[src/rtl/mul_arb_pkg.sv]
// Shared types and constants for the MUL_ARRAY arbiter: lane geometry, FSM states, index sizing.
package mul_arb_pkg;

  localparam int unsigned LANE_W = 16;
  localparam int unsigned NLANE  = 9;
  localparam int unsigned M      = LANE_W * NLANE;

  typedef enum logic [1:0] {IDLE, MUL, RESP} state_e;

  // Width of an index into n items; a single item still gets one bit.
  function automatic int unsigned idx_w(int unsigned n);
    return (n > 1) ? $clog2(n) : 1;
  endfunction

endpackage

[src/rtl/mul_arb_rr.sv]
// Combinational round-robin picker: first masked request at or after rr_ptr, wrapping modulo NREQ.
module mul_arb_rr #(
  parameter int unsigned NREQ  = 3,
  parameter int unsigned IDX_W = 2
) (
  input  logic [NREQ-1:0]  req,
  input  logic [IDX_W-1:0] rr_ptr,
  input  logic [NREQ-1:0]  mask,
  output logic [NREQ-1:0]  win,
  output logic [IDX_W-1:0] win_idx,
  output logic             any
);

  logic [NREQ-1:0] req_m;

  assign req_m = req & mask;

  always_comb begin
    int unsigned c;
    c       = 0;
    win     = '0;
    win_idx = '0;
    any     = 1'b0;
    for (int unsigned k = 0; k < NREQ; k++) begin
      c = (32'(rr_ptr) + k) % NREQ;
      if (!any && req_m[c]) begin
        any     = 1'b1;
        win[c]  = 1'b1;
        win_idx = IDX_W'(c);
      end
    end
  end

endmodule

[src/rtl/mul_array_arbiter.sv]
// Round-robin arbiter sharing one 9-lane GF(2^16) MUL_ARRAY among NREQ clients, one op per grant.
// Define MUL_ARB_LOCK_EN to let a locked owner issue back-to-back ops without re-arbitration.
module mul_array_arbiter #(
  parameter int unsigned NREQ    = 3,
  parameter int unsigned M       = mul_arb_pkg::M,
  parameter int unsigned MUL_LAT = 1
) (
  input  logic              clk,
  input  logic              rst,
  input  logic [NREQ-1:0]   req,
  input  logic [NREQ-1:0]   lock,
  input  logic [NREQ*M-1:0] opd_o_in,
  input  logic [NREQ*M-1:0] opd_t_in,
  output logic [NREQ-1:0]   gnt,
  output logic [NREQ-1:0]   rsp_vld,
  output logic [M-1:0]      rsp_dat,
  output logic [M-1:0]      mul_o_out,
  output logic [M-1:0]      mul_t_out,
  input  logic [M-1:0]      mul_r_dat
);
  import mul_arb_pkg::*;

  localparam int unsigned IDX_W = idx_w(NREQ);
  localparam int unsigned LAT_W = idx_w(MUL_LAT);

  state_e            state_q, state_d;
  logic [IDX_W-1:0]  rr_ptr_q, rr_ptr_d;
  logic [IDX_W-1:0]  owner_q, owner_d;
  logic [LAT_W-1:0]  lat_cnt_q, lat_cnt_d;
  logic [M-1:0]      opd_o_q, opd_o_d, opd_t_q, opd_t_d;
  logic [NREQ-1:0]   gnt_q, gnt_d, rsp_vld_q, rsp_vld_d;
  logic [M-1:0]      rsp_dat_q, rsp_dat_d;

  logic [NREQ-1:0]   own_oh, pick_mask, pick_win;
  logic [IDX_W-1:0]  pick_idx, next_ptr;
  logic              pick_any;
  int unsigned       src_idx;
  logic [M-1:0]      sel_o, sel_t;

  assign own_oh   = NREQ'(1) << owner_q;
  assign next_ptr = (owner_q == IDX_W'(NREQ - 1)) ? '0 : owner_q + IDX_W'(1);

  // RESP only ever recaptures for the current owner; IDLE captures for the picked winner.
  assign src_idx  = (state_q == RESP) ? 32'(owner_q) : 32'(pick_idx);
  assign sel_o    = opd_o_in[src_idx*M +: M];
  assign sel_t    = opd_t_in[src_idx*M +: M];

`ifdef MUL_ARB_LOCK_EN
  logic hold_q, hold_d;
  logic lock_own, req_own;

  assign lock_own  = |(lock & own_oh);
  assign req_own   = |(req & own_oh);
  assign pick_mask = (hold_q && lock_own) ? own_oh : '1;
`else
  logic unused_lock;

  assign unused_lock = ^lock;
  assign pick_mask   = '1;
`endif

  mul_arb_rr #(
    .NREQ  (NREQ),
    .IDX_W (IDX_W)
  ) u_rr (
    .req     (req),
    .rr_ptr  (rr_ptr_q),
    .mask    (pick_mask),
    .win     (pick_win),
    .win_idx (pick_idx),
    .any     (pick_any)
  );

  always_comb begin
    state_d   = state_q;
    rr_ptr_d  = rr_ptr_q;
    owner_d   = owner_q;
    lat_cnt_d = lat_cnt_q;
    opd_o_d   = opd_o_q;
    opd_t_d   = opd_t_q;
    gnt_d     = '0;
    rsp_vld_d = '0;
    rsp_dat_d = rsp_dat_q;
`ifdef MUL_ARB_LOCK_EN
    hold_d    = hold_q;
`endif
    unique case (state_q)
      IDLE: begin
`ifdef MUL_ARB_LOCK_EN
        if (hold_q && !lock_own) hold_d = 1'b0;
`endif
        if (pick_any) begin
          opd_o_d   = sel_o;
          opd_t_d   = sel_t;
          gnt_d     = pick_win;
          owner_d   = pick_idx;
          lat_cnt_d = '0;
          state_d   = MUL;
        end
      end
      MUL: begin
        lat_cnt_d = lat_cnt_q + LAT_W'(1);
        if (lat_cnt_q == LAT_W'(MUL_LAT - 1)) begin
          rsp_dat_d = mul_r_dat;
          rsp_vld_d = own_oh;
          state_d   = RESP;
        end
      end
      RESP: begin
        opd_o_d  = '0;
        opd_t_d  = '0;
        rr_ptr_d = next_ptr;
        state_d  = IDLE;
`ifdef MUL_ARB_LOCK_EN
        hold_d = lock_own && !req_own;
        if (lock_own && req_own) begin
          opd_o_d   = sel_o;
          opd_t_d   = sel_t;
          gnt_d     = own_oh;
          lat_cnt_d = '0;
          rr_ptr_d  = rr_ptr_q;
          state_d   = MUL;
        end
`endif
      end
      default: state_d = IDLE;
    endcase
  end

  always_ff @(posedge clk) begin
    if (rst) begin
      state_q   <= IDLE;
      rr_ptr_q  <= '0;
      owner_q   <= '0;
      lat_cnt_q <= '0;
      opd_o_q   <= '0;
      opd_t_q   <= '0;
      gnt_q     <= '0;
      rsp_vld_q <= '0;
      rsp_dat_q <= '0;
`ifdef MUL_ARB_LOCK_EN
      hold_q    <= 1'b0;
`endif
    end else begin
      state_q   <= state_d;
      rr_ptr_q  <= rr_ptr_d;
      owner_q   <= owner_d;
      lat_cnt_q <= lat_cnt_d;
      opd_o_q   <= opd_o_d;
      opd_t_q   <= opd_t_d;
      gnt_q     <= gnt_d;
      rsp_vld_q <= rsp_vld_d;
      rsp_dat_q <= rsp_dat_d;
`ifdef MUL_ARB_LOCK_EN
      hold_q    <= hold_d;
`endif
    end
  end

  // Array inputs are forced to 0 outside MUL so an idle array never sees stale operands.
  assign mul_o_out = (state_q == MUL) ? opd_o_q : '0;
  assign mul_t_out = (state_q == MUL) ? opd_t_q : '0;
  assign gnt       = gnt_q;
  assign rsp_vld   = rsp_vld_q;
  assign rsp_dat   = rsp_dat_q;

endmodule
[config.mk]
export PLATFORM = sky130hd
export DESIGN_NAME = mul_array_arbiter
export DESIGN_NICKNAME = d
export VERILOG_FILES = /design/src/rtl/mul_arb_pkg.sv /design/src/rtl/mul_arb_rr.sv /design/src/rtl/mul_array_arbiter.sv
export SDC_FILE = /design/constraint.sdc
export NUM_CORES = 1
export LEC_CHECK = 0
export CORE_AREA = 2 2 574 576
export DETAILED_ROUTE_END_ITERATION = 8
export DIE_AREA = 0 0 576 578
export GPL_TIMING_DRIVEN = 0
export MAX_ROUTING_LAYER = met4
export SYNTH_ARGS = -nofsm -noshare
export SYNTH_HDL_FRONTEND = slang
export SYNTH_SLANG_ARGS = --single-unit
[constraint.sdc]
create_clock -name clk -period 3.7 [get_ports clk]
set_input_delay 0.925 -clock clk [delete_from_list [all_inputs] [get_ports clk]]
set_output_delay 0.925 -clock clk [all_outputs]
set_load 0.005 [all_outputs]
==> reports/qor.csv <==
metric,value,unit
layout_commonest_cell,clkdlybuf4s50_1,
worstReg2RegEnd,opd_t_q[105],
crit_family,buffers and inverters,
synth-async-reset-ratio,0,
wl,313900,microns
dp_hpwl,281200,microns
synthAdderAreaFrac,0.002439,
ys_warn_count,0,
place.gp.congestion,0.9660,
hp-class,register to register,
synthXorXnorAreaFrac,0,
antenna_found_initial,439,
synth_seq_cells,445,
cap_violations,0,
clock-root-buffer,clkbuf_16,
grt_use_total,0.1862,
leakagePower,16.70,nW
yosysUniqueCellTypes,41,
die_h,578,microns
slew_headroom,0.1867,
cts_max_path_buffers,4,
layout-drive-gt1-share,0.1123,
synthSimpleGateAreaFrac,0.1525,
route.detailed.drc,0,
grt_pass1_wl,365600,microns
synth_ff_type,dfxtp_1,
fin_nets,4917,
clock_skew,0.05840,ns
slew_viol_final,0,
cp_cell_sequence,inv_4 -> nor2_4 -> buf_12 -> buf_12 -> clkbuf_16 -> buf_4 -> clkbuf_8 -> and2_1 -> clkdlybuf4s15_1,
arrival,2.67,ns
worst-path-max-fanout,10,
cts_tree,built,
grt_pass1_vias,24880,
cts_max_level,3,
synth_area_per_cell,8.832,sq um
ys_seq_area_frac,0.4342,
worstHoldPathCells,2,
wire_per_inst,36.46,microns
clock_latency,0.80,ns
via_count,26970,
synth_top_family_by_area,compound AO/OA/AOI/OAI gates,
critPathSlowestCell,clkdlybuf4s15_1,
final_cell_mix,"1235 x clkdlybuf4s50_1, 443 x dfxtp_1, 295 x nand2_1, 288 x a22oi_1, 274 x mux2i_1",
path_clk_slew,0.06,ns
synth_top_area_frac,0.4342,
synth_compound_area_frac,0.2175,
finalHoldViolations,0,
synthesis.area,0.02052,sq mm
port_buffers,1450,
r2r_slack,0.12,ns
critPathCaptureType,output pin,
num_rows,210,
area_growth,118.8,%
seq_area,0.008914,sq mm
start_kind,register,
numCtsBuffers,75,
crit_top_cell,buf_12,
dpl_worst_slack,-2.269,ns
postSynthCellCount,2323,
power.density,438.9,mW/mm^2
clkSinkCount,445,
n_fill_cell,37360,
io_pins,1454,
vias_per_cell,3.132,
syn_nets,3343,
whs_endpoint,rsp_dat[30],
cts_hold_buf,0,
drt_first_pass_iters,7,
grt_overflow,0,
ys_top_cells_by_area,"dfxtp_1 43%, mux2i_1 14%, a22oi_1 11%",
yosys.area.top_type,dfxtp_1,
worst_slew_pin_slew,1.220,ns
ir_drop,354.4,uV
fin_setup_tns,0,ns
required,2.77,ns
rsz0062_at_grt,yes,
core_region_area,0.3263,sq mm
crit_type,register to output pin,
synth.mux.area_fraction,0.1453,
fmax,278.3,MHz
synth-edff-count,0,
r2r_start,rr_ptr_q[0],
worstHoldStart,rsp_dat[30],
start_util,0.06287,
multi_input_area,0.01089,sq mm
ant_nets,0,
dieArea,0.3329,sq mm
setup_ws,0.1066,ns
grt_start_max_net_pins,20,
first_iter_violations,2120,
crit_path_max_incr_delay,0.39,ns
finalSetupViolations,0,
dieWidth,576,microns
crit_start,state_q[0],
reg2reg_depth,12,
layout_min_cycle_time,3.593,ns
path_buf_inv,7,
fin_crit_sh,0.9712,
outcome,"finished, final reports clean",
==> final cells by class <==
| cell class | instances | share of cell area |
|---|---|---|
| Timing Repair Buffer | 1501 | 0.3313 |
| Multi-Input combinational cell | 1662 | 0.2425 |
| Sequential cell | 445 | 0.1985 |
| Tap cell | 4346 | 0.1211 |
| Clock buffer | 91 | 0.04470 |
| Buffer | 207 | 0.03481 |
| Antenna cell | 318 | 0.01772 |
| Clock inverter | 35 | 0.008779 |
| Inverter | 5 | 0.0004738 |
==> registers in the layout (all words and copies together), names as in the netlist, 2 cells and up <==
name	count
rr_ptr_q	2
rsp_dat	144
opd_o_q	144
rsp_vld	3
state_q	2
owner_q	2
opd_t_q	144
gnt	3
==> power breakdown <==
group	internal (mW)	switching, mW
logic	2.88	3.18
registers	5.53	0.711
clock network	4.28	3.13
==> synthesized netlist by cell type (2+ instances only) <==
master / n
buf_2: 27
inv_1: 5
o21ai_0: 73
o22ai_1: 2
and2_1: 288
nand2_1: 295
a21oi_1: 149
dfxtp_1: 445
buf_1: 14
nor2b_1: 5
nor3_1: 3
nor4b_1: 2
clkbuf_2: 2
nand4b_1: 2
buf_4: 29
mux2i_1: 294
clkbuf_4: 6
a31oi_1: 2
a22oi_1: 288
o21ai_1: 221
mux2_2: 2
ha_1: 4
nor4_1: 3
nor2_1: 14
clkbuf_1: 132
==> metal layers <==
metal / share of wire / GRT usage / vias to the layer above / wire length (microns)
met5: 0 / - / - / 0
met4: 0.055 / 0.08225 / 0 / 17200
met3: 0.15 / 0.1120 / 601 / 47710
met2: 0.48 / 0.3119 / 1978 / 150900
met1: 0.31 / 0.1690 / 12470 / 98050
li1: - / - / 11920 / -
==> through the flow <==
stage	area (sq um)	instances	util	power, mW	hold WS, ns
4_1_cts	44060	8293	0.1350	20.10	0.4523
2_1_floorplan	20520	2323	-	7.944	0.4397
5_1_grt	44780	8562	0.1372	20.50	0.4651
6_report	44900	8610	0.1376	19.71	0.4501
3_5_place_dp	40550	8123	0.1243	12.11	0.4455
3_3_place_gp	40470	8119	0.1240	12.08	0.4425
==> what timing repair did <==
action | CTS | global route
cloned | 6 | 0
buffers inserted | 40 | 2
gates resized for setup | 664 | 70
pin swaps | 3 | 0
setup endpoints to repair | 560 | 250
==> how the worst max path moves through the flow <==
| stage | end | depth (start not counted) | slack, ns |
|---|---|---|---|
| 2_1_floorplan | opd_o_q[19] | 9 | 0.87 |
| 3_3_place_gp | mul_o_out[114] | 6 | -3.69 |
| 3_5_place_dp | opd_t_q[41] | 10 | -2.27 |
| 4_1_cts | mul_o_out[100] | 11 | -0.08 |
| 5_1_grt | mul_t_out[90] | 9 | -0.006 |
| 6_report | mul_t_out[99] | 9 | 0.11 |
==> worst register-to-register path: stages, from the launching register on <==
cell and delay (ns):
dfxtp_1 0.38, inv_1 0.08, ha_1 0.40, buf_2 0.23, and4b_1 0.19, mux2i_1 0.20, nand3_1 0.10, o22ai_1 0.24
buf_12 0.27, buf_6 0.27, clkbuf_2 0.45, mux2i_1 0.52, o21ai_1 0.09
==> cells by family (layout without fill, tap and decap cells) <==
family / Yosys count / count (layout)
other: 0 / 318
AO/OA/AOI/OAI: 740 / 740
AND/OR/NAND/NOR: 621 / 621
buffers and inverters: 216 / 1839
adder cells (fa/ha/maj): 4 / 4
multiplexers: 297 / 297
flip-flops: 445 / 445
(Power assumes the default switching activity.)
==> variant: new RTL, config.mk and constraints unchanged <==
Set the parameter `MUL_LAT` to 2 (it was 1).
--- a/src/rtl/mul_array_arbiter.sv
+++ b/src/rtl/mul_array_arbiter.sv
@@ -3,7 +3,7 @@
 module mul_array_arbiter #(
   parameter int unsigned NREQ    = 3,
   parameter int unsigned M       = mul_arb_pkg::M,
-  parameter int unsigned MUL_LAT = 1
+  parameter int unsigned MUL_LAT = 2
 ) (
   input  logic              clk,
   input  logic              rst,
Function: not settled (the Yosys comparison gave no result); the edit may change what the design does.
==> variant against the unedited design <==
Power is 15% lower; final area is 4.5% lower; setup slack worse by 0.021 ns; first-iteration DRC count is 5.3% lower; global-route usage is 1.5 points lower; core utilization is 0.61 points lower; clock skew is 0.010 ns lower; routed wire length is 7.3% lower; sequential cell count stayed put; die area stayed put; area after synthesis is 5.5% lower.
==> variant: results (changes against the unedited design) <==
first-pass GRT wire length=342 mm (-6.5%); clk_lat worst skew=0.77 ns (-0.03 ns); R2R Path Start=rr_ptr_q[1]; HPWL after detailed placement=261 mm (-7.0%); CTS Buf Count=70 (-6.7%); clock share of power=40.7% (+3.1 points); critical path type=flip-flop to flip-flop; Worst Clk Skew=0.0485 ns (-0.00995 ns); Register Area=0.00892 sq mm (about the same); share of layout cells above drive strength 1=10.9% (-0.37 points); GRT Total Usage=17.1% (-1.5 points); relative slew slack=33.4% (+15 points); Critical Path AT=4.32 ns (+1.65 ns); logic gate share of total power=24.4% (-6.3 points); met3 GRT Util=11.8% (+0.61 points); Pre-antenna DRT Iters=6 (-1); number of antenna violations at the first check in global routing=386 (-12%); syn nets=3,056 (-8.6%); synth cell count leaders=dfxtp_1, nand2_1, and2_1; met2 global-route usage=24.4% (-6.8 points); HP Start=rsp_dat[51]; number of global-route vias before repair=24,400 (-1.8%); Post-Route WL=291 mm (-7.3%); Nets=4,619 (-6.1%); Worst IR Drop VDD=0.270 mV (-24%); fill count=37,300 (-0.046%); Static Leak=0.0156 uW (-6.4%); max incr delay on CP=0.48 ns (+0.09 ns); RD Place Congestion=1.08 (+12%); PortBufs=1,449 (-0.069%); R2R cell count=13 (+1); switching part of the total power=31.8% (-3.8 points); area of placed instances=0.0395 sq mm (-2.6%); clock network power=6830 uW (-7.8%); status=finished clean; Final Hold Slack=0.453 ns (+0.00322 ns); sequential-to-total area share from yosys stat=45.9% (+2.5 points); via count=26,000 (-3.4%); synthesized area per cell=9.52 sq um (+7.8%); Setup Fix Bufs, Post-CTS=24 (-40%); Routed met2 length=120 mm (-21%)
## variant: cell type report
| class | instances | area share, % |
|---|---|---|
| Timing Repair Buffer | 1494 | 34.4 |
| Multi-Input combinational cell | 1378 | 22.6 |
| Sequential cell | 445 | 20.8 |
| Tap cell | 4346 | 12.7 |
| Clock buffer | 95 | 4.56 |
| Buffer | 207 | 3.03 |
| Antenna cell | 223 | 1.30 |
| Clock inverter | 25 | 0.598 |
| Inverter | 3 | 0.0263 |
## variant: kinds of logic (layout without fill, tap and decap cells)
family / after synthesis / after routing / synth area share (%)
other: 0 / 223 / 0
adder cells (fa/ha/maj): 4 / 4 / 0.258
AO/OA/AOI/OAI: 745 / 745 / 32.5
multiplexers: 5 / 5 / 0.290
buffers and inverters: 213 / 1824 / 4.65
flip-flops: 445 / 445 / 45.9
AND/OR/NAND/NOR: 624 / 624 / 16.3
